<file path="src/rtl/instr_fetch_stage_pkg.sv">
// Shared opcode constants, instruction field layout and fetch FSM encoding.
// The control unit imports this same package.
package instr_fetch_stage_pkg;

    localparam logic [4:0] OP_NOP = 5'b11111;
    localparam logic [4:0] OP_J   = 5'd16;

    localparam int OPC_HI = 31;
    localparam int OPC_LO = 27;
    localparam int IMM_HI = 14;
    localparam int IMM_LO = 0;

    // Packed in instruction bit order so a raw word casts straight to fields.
    typedef struct packed {
        logic [4:0]  opcode;  // [31:27]
        logic [3:0]  rd;      // [26:23]
        logic [3:0]  rs;      // [22:19]
        logic [3:0]  rt;      // [18:15]
        logic [14:0] imm;     // [14:0]
    } instr_t;

    typedef enum logic [1:0] {
        ST_BOOT  = 2'd0,
        ST_FETCH = 2'd1,
        ST_FLUSH = 2'd2
    } fetch_state_e;

endpackage

</file>
<file path="src/rtl/if_id_reg.sv">
// IF/ID pipeline register: bubble beats load, neither means hold.
// A bubble keeps id_pc so the slot still reports where it came from.
module if_id_reg
    import instr_fetch_stage_pkg::*;
#(
    parameter logic [31:0] RESET_PC   = 32'h0000_0000,
    parameter logic [4:0]  NOP_OPCODE = OP_NOP
) (
    input  logic        clk,
    input  logic        rst_n,
    input  logic        load,
    input  logic        bubble,
    input  logic [31:0] instr,
    input  logic [31:0] pc,
    output instr_t      ir,
    output logic [31:0] id_pc,
    output logic        id_valid
);

    localparam instr_t BUB_IR = '{opcode: NOP_OPCODE, rd: 4'd0, rs: 4'd0, rt: 4'd0, imm: 15'd0};

    always_ff @(posedge clk or negedge rst_n) begin
        if (!rst_n) begin
            ir       <= BUB_IR;
            id_pc    <= RESET_PC;
            id_valid <= 1'b0;
        end else if (bubble) begin
            ir       <= BUB_IR;
            id_valid <= 1'b0;
        end else if (load) begin
            ir       <= instr_t'(instr);
            id_pc    <= pc;
            id_valid <= 1'b1;
        end
    end

endmodule

</file>
<file path="src/rtl/instr_fetch_stage.sv">
// Instruction fetch stage: PC, BOOT/FETCH/FLUSH sequencing and imem handshake,
// feeding the IF/ID register.
module instr_fetch_stage
    import instr_fetch_stage_pkg::*;
#(
    parameter logic [31:0] RESET_PC   = 32'h0000_0000,
    parameter logic [4:0]  NOP_OPCODE = OP_NOP
) (
    input  logic        clk,
    input  logic        rst_n,
    input  logic        en,
    input  logic        pc_select,
    input  logic [31:0] branch_target,
    output logic        imem_req,
    output logic [31:0] imem_addr,
    input  logic        imem_valid,
    input  logic [31:0] imem_rdata,
    output logic [4:0]  opcode,
    output logic [3:0]  rd,
    output logic [3:0]  rs,
    output logic [3:0]  rt,
    output logic [14:0] imm,
    output logic [31:0] id_pc,
    output logic        id_valid
);

    fetch_state_e state, state_nx;
    logic [31:0]  pc, pc_nx;
    logic         ld, bub;
    instr_t       ir;

    always_ff @(posedge clk or negedge rst_n) begin
        if (!rst_n) begin
            state <= ST_BOOT;
            pc    <= RESET_PC;
        end else begin
            state <= state_nx;
            pc    <= pc_nx;
        end
    end

    // A redirect wins over stall and over any word returning the same cycle.
    always_comb begin
        state_nx = state;
        pc_nx    = pc;
        ld       = 1'b0;
        bub      = 1'b0;
        if (pc_select) begin
            pc_nx    = branch_target;
            bub      = 1'b1;
            state_nx = (state == ST_FETCH) ? ST_FLUSH : ST_FETCH;
        end else if (en) begin
            unique case (state)
                ST_BOOT, ST_FLUSH: begin
                    bub      = 1'b1;
                    state_nx = ST_FETCH;
                end
                ST_FETCH: begin
                    if (imem_valid) begin
                        ld = 1'b1;
                        if (imem_rdata[OPC_HI:OPC_LO] == OP_J) begin
                            pc_nx    = {17'b0, imem_rdata[IMM_HI:IMM_LO]};
                            state_nx = ST_FLUSH;
                        end else begin
                            pc_nx = pc + 32'd4;
                        end
                    end else begin
                        bub = 1'b1;
                    end
                end
                default: state_nx = ST_BOOT;
            endcase
        end
    end

    assign imem_req  = (state == ST_FETCH);
    assign imem_addr = pc;

    if_id_reg #(
        .RESET_PC   (RESET_PC),
        .NOP_OPCODE (NOP_OPCODE)
    ) u_if_id (
        .clk      (clk),
        .rst_n    (rst_n),
        .load     (ld),
        .bubble   (bub),
        .instr    (imem_rdata),
        .pc       (pc),
        .ir       (ir),
        .id_pc    (id_pc),
        .id_valid (id_valid)
    );

    assign opcode = ir.opcode;
    assign rd     = ir.rd;
    assign rs     = ir.rs;
    assign rt     = ir.rt;
    assign imm    = ir.imm;

endmodule

</file>
<file path="config.mk">
export PLATFORM = sky130hd
export DESIGN_NAME = instr_fetch_stage
export DESIGN_NICKNAME = d
export VERILOG_FILES = /design/src/rtl/instr_fetch_stage_pkg.sv /design/src/rtl/if_id_reg.sv /design/src/rtl/instr_fetch_stage.sv
export SDC_FILE = /design/constraint.sdc
export NUM_CORES = 1
export LEC_CHECK = 0
export BUFFER_PORTS_ARGS = -buffer_cell sky130_fd_sc_hd__buf_4
export CORE_ASPECT_RATIO = 0.9
export CORE_MARGIN = 1.5
export CORE_UTILIZATION = 40
export CTS_CLUSTER_DIAMETER = 30
export DETAILED_ROUTE_END_ITERATION = 10
export GPL_TIMING_DRIVEN = 0
export PLACE_DENSITY = 0.76
export SYNTH_ARGS = -nofsm -noshare
export SYNTH_HDL_FRONTEND = slang
export SYNTH_SLANG_ARGS = --single-unit
</file>
<file path="constraint.sdc">
create_clock -name clk -period 1.77 [get_ports clk]
set_input_delay 0.354 -clock clk [delete_from_list [all_inputs] [get_ports clk]]
set_output_delay 0.354 -clock clk [all_outputs]
set_load 0.005 [all_outputs]
</file>
==> impl_metrics.py <==
metrics = {
    "floorplanning": {
        "num_io_pins": 167,
        "die_w_um": 117,
        "core_um2": 11400,
        "die_y_um": 106,
        "rows": 37,
        "die_area_um2": 12400,
        "start_util": 0.411,
    },
    "power": {
        "p_sw_mw": 2.31,
        "p_int_mw": 5.04,
        "power_mw": 7.35,
        "ir_worst_vdd_mv": 0.652,
        "power_frac_clock": 0.274,
        "power_frac_seq": 0.432,
        "powerDensity_nw_per_um2": 1040,
        "p_leak_nw": 3.40,
        "comb_power_share": 0.293,
        "switching_share": 0.314,
    },
    "cells_and_area": {
        "final_cell_mix": "buf_4 (200), nand2_1 (139), dfrtp_1 (79)",
        "post-route-util": 0.616,
        "drive_gt1_frac": 0.420,
        "syn_to_final_growth_pct": 49.8,
        "nets": 786,
        "final_common_cell": "buf_4",
        "fillers": 975,
        "antenna_cells": 0,
    },
    "drt": {
        "viasPerCell": 5.50,
        "ant_nets": 0,
        "drc": 0,
        "wire_per_inst_um": 19.1,
        "num_vias": 4820,
        "drtPass1Iterations": 5,
        "routed_wl_um": 16800,
        "drt_iter0_drc": 409,
    },
    "clock_network": {
        "numClockSinks": 99,
        "cts_tree": "yes",
        "cts_buffers": 9,
        "cts.htree.levels": 3,
        "clockBufferDepth": 2,
        "clockRootBuffer": "clkbuf_16",
        "clk_latency_ns": 0.36,
        "postCtsHoldBufs": 0,
        "clk_pin_slew_ns": 0.07,
    },
    "status": {
        "status": "finished with violations",
        "violations": "negative setup slack",
    },
    "setup_path": {
        "crit_family": "simple AND/OR/NAND/NOR gates",
        "cp-end-kind": "flip-flop",
        "crit_chain": "ha_4 -> nand3_2 -> nor4_4 -> buf_6 -> nand3_2 -> mux2i_1 -> o221ai_1",
        "startpoint": "imem_addr[2]$_DFFE_PN0P_",
        "path_common_cell": "nand3_2",
        "cp_data_required_time_ns": 1.98,
        "cpMaxStageDelayCell": "dfrtp_2",
        "reg2reg_from": "imem_addr[2]$_DFFE_PN0P_",
        "critPathMaxStageDelay_ns": 0.44,
        "crit_fanout": 8,
        "worstSetupPathType": "flip-flop to flip-flop",
        "cp.buffers_inverters": 1,
        "arrival_ns": 2.05,
        "cp-start-kind": "flip-flop",
    },
    "sta": {
        "period_share": 1.04,
        "grt_setup_unrepaired": "true",
        "setup_slack_ns": -0.0703,
        "finalSetupTns_ns": -0.384,
        "finalHoldViolCount": 0,
        "finalSetupViolations": 8,
        "slew_headroom": 0.395,
        "worst_pin_slew_ns": 0.907,
        "fin_skew_ns": 0.00759,
        "maxSlewViolCount": 0,
        "finalCriticalPeriod_ns": 1.84,
        "max_freq_ghz": 0.543,
    },
    "synth": {
        "ys_warn_count": 0,
        "synthCells": 506,
        "yosys.area.top_type": "dfrtp_1",
        "synth_nets": 576,
        "synth.area.top_cells": "dfrtp_1 (50%), nand2_1 (11%), a22o_1 (5.0%)",
        "synth_enable_flop_cells": 0,
        "synth_seq_cells": 99,
        "ys_seq_area_frac": 0.528,
        "syn_area_per_cell_um2": 9.29,
        "netlist_area_um2": 4700,
        "synth_flop_cell": "dfrtp_1",
        "synthDistinctLibCells": 54,
        "netlist.area_leader.share": 0.501,
        "synthArstFlopShare": 1.00,
    },
    "placed_design": {
        "io_buffers": 163,
        "place_ws_ns": -0.829,
        "gp_congestion": 0.869,
        "dp.final_hpwl_um": 11300,
    },
    "global_routing": {
        "grt_usage": 0.269,
        "grt_first_pass_wirelength_um": 25200,
        "first_global_vias": 4751,
        "overflow": 0,
        "antenna_found_initial": 0,
        "grt_max_degree": 100,
    },
    "worst_hold_path": {
        "hold_class": "primary input to asynchronous set/reset pin",
    },
    "flow_run": {
        "max_cap_viol_count": 0,
    },
}
==> cell usage after synthesis (3+ instances only) <==
| cell | count |
|---|---|
| nor4_1 | 4 |
| a22o_1 | 27 |
| o211ai_1 | 3 |
| dfrtp_1 | 94 |
| nand3_1 | 14 |
| a2bb2oi_1 | 4 |
| a211oi_1 | 3 |
| inv_1 | 4 |
| and2_1 | 3 |
| o22ai_1 | 6 |
| a31oi_1 | 9 |
| and3_1 | 7 |
| o221ai_1 | 9 |
| o21ai_0 | 23 |
| mux2i_1 | 7 |
| xor2_1 | 5 |
| dfstp_2 | 5 |
| nand4_1 | 8 |
| buf_2 | 5 |
| nor2_1 | 25 |
| a21oi_1 | 14 |
| o22a_1 | 5 |
| and4_1 | 3 |
| nand2_1 | 142 |
| nor3_1 | 11 |
| clkbuf_1 | 29 |
| o21ai_1 | 3 |
==> worst register-to-register path, cell delays in order, from the launching register on <==
cell and delay [ns]:
dfrtp_2 0.44, ha_4 0.17, nand3_2 0.12, nor4_4 0.39, buf_6 0.21, nand3_2 0.09
mux2i_1 0.15, o221ai_1 0.12
==> cell families (layout without fill, tap and decap cells) <==
group	count (synthesis)	count (layout)	synth area share
AND/OR/NAND/NOR	231	232	0.220
AO/OA/AOI/OAI	119	119	0.182
flip-flops	99	99	0.528
buffers and inverters	41	255	0.0373
multiplexers	8	8	0.0173
XOR/XNOR	7	7	0.0130
adder cells (fa/ha/maj)	1	1	0.00266
==> cell type report <==
type                            count  area (um^2)  share of cell area
Sequential cell                    99         2500               0.355
Multi-Input combinational cell    367         2240               0.318
Timing Repair Buffer              204         1550               0.220
Buffer                             31          236              0.0336
Clock buffer                        9          225              0.0320
Tap cell                          156          195              0.0277
Clock inverter                      7         77.6              0.0110
Inverter                            4         15.0             0.00213
==> sequential cells by signal, summed over array words and instances (netlist names) <==
register,count
imem_addr,32
u_if_id.id_pc,32
u_if_id.ir,32
state,2
u_if_id.id_valid,1
==> metal layers <==
layer / part of all wire / vias up / global-route usage / wire [um]
met4: 0.020 / 0 / 0.0749 / 333
met3: 0.090 / 35 / 0.0811 / 1510
li1: - / 2222 / - / -
met1: 0.41 / 2342 / 0.355 / 6910
met2: 0.48 / 221 / 0.429 / 8000
met5: 0 / - / 0 / 0
==> final timing paths <==
check                                                 to  slack [ns]  depth (start not counted)
min reg2reg                u_if_id.id_pc[16]$_DFFE_PN0P_        0.48                          2
min                           u_if_id.ir[20]$_DFFE_PN0P_        0.11                          1
min in group clk               imem_addr[30]$_DFFE_PN0P_        0.21                          3
max in group asynchronous       imem_addr[7]$_DFFE_PN0P_        1.01                          1
max                            imem_addr[24]$_DFFE_PN0P_       -0.07                          7
max reg2reg                    imem_addr[24]$_DFFE_PN0P_       -0.07                          7
==> metrics by stage <==
stage | instance area (um^2) | std cells | hold WS (ns)
global placement | 6140 | 825 | 0.460
floorplan | 4720 | 506 | 0.0584
CTS | 6640 | 847 | 0.202
global route | 7040 | 877 | 0.173
detailed placement | 6140 | 825 | 0.464
finish | 7040 | 877 | 0.113
==> power by group through the flow <==
stage                     sequential, mW  clock, mW  combinational [mW]
after floorplan                     3.17          0               0.725
after CTS                           3.18       2.06                2.01
final                               3.18       2.02                2.16
after global routing                3.25       2.16                2.39
after detailed placement            3.21          0                1.93
after global placement              3.16          0                1.88
==> timing repair <==
| item | 4_1_cts | 5_1_grt |
|---|---|---|
| endpoints found under the hold margin | 0 | 0 |
| cloned | 0 | 1 |
| pin swaps | 8 | 23 |
| buffers inserted | 11 | 30 |
| resized for setup | 55 | 66 |
| endpoints found under the setup margin | 95 | 86 |
No activity file was read; power rests on OpenSTA's default activity.
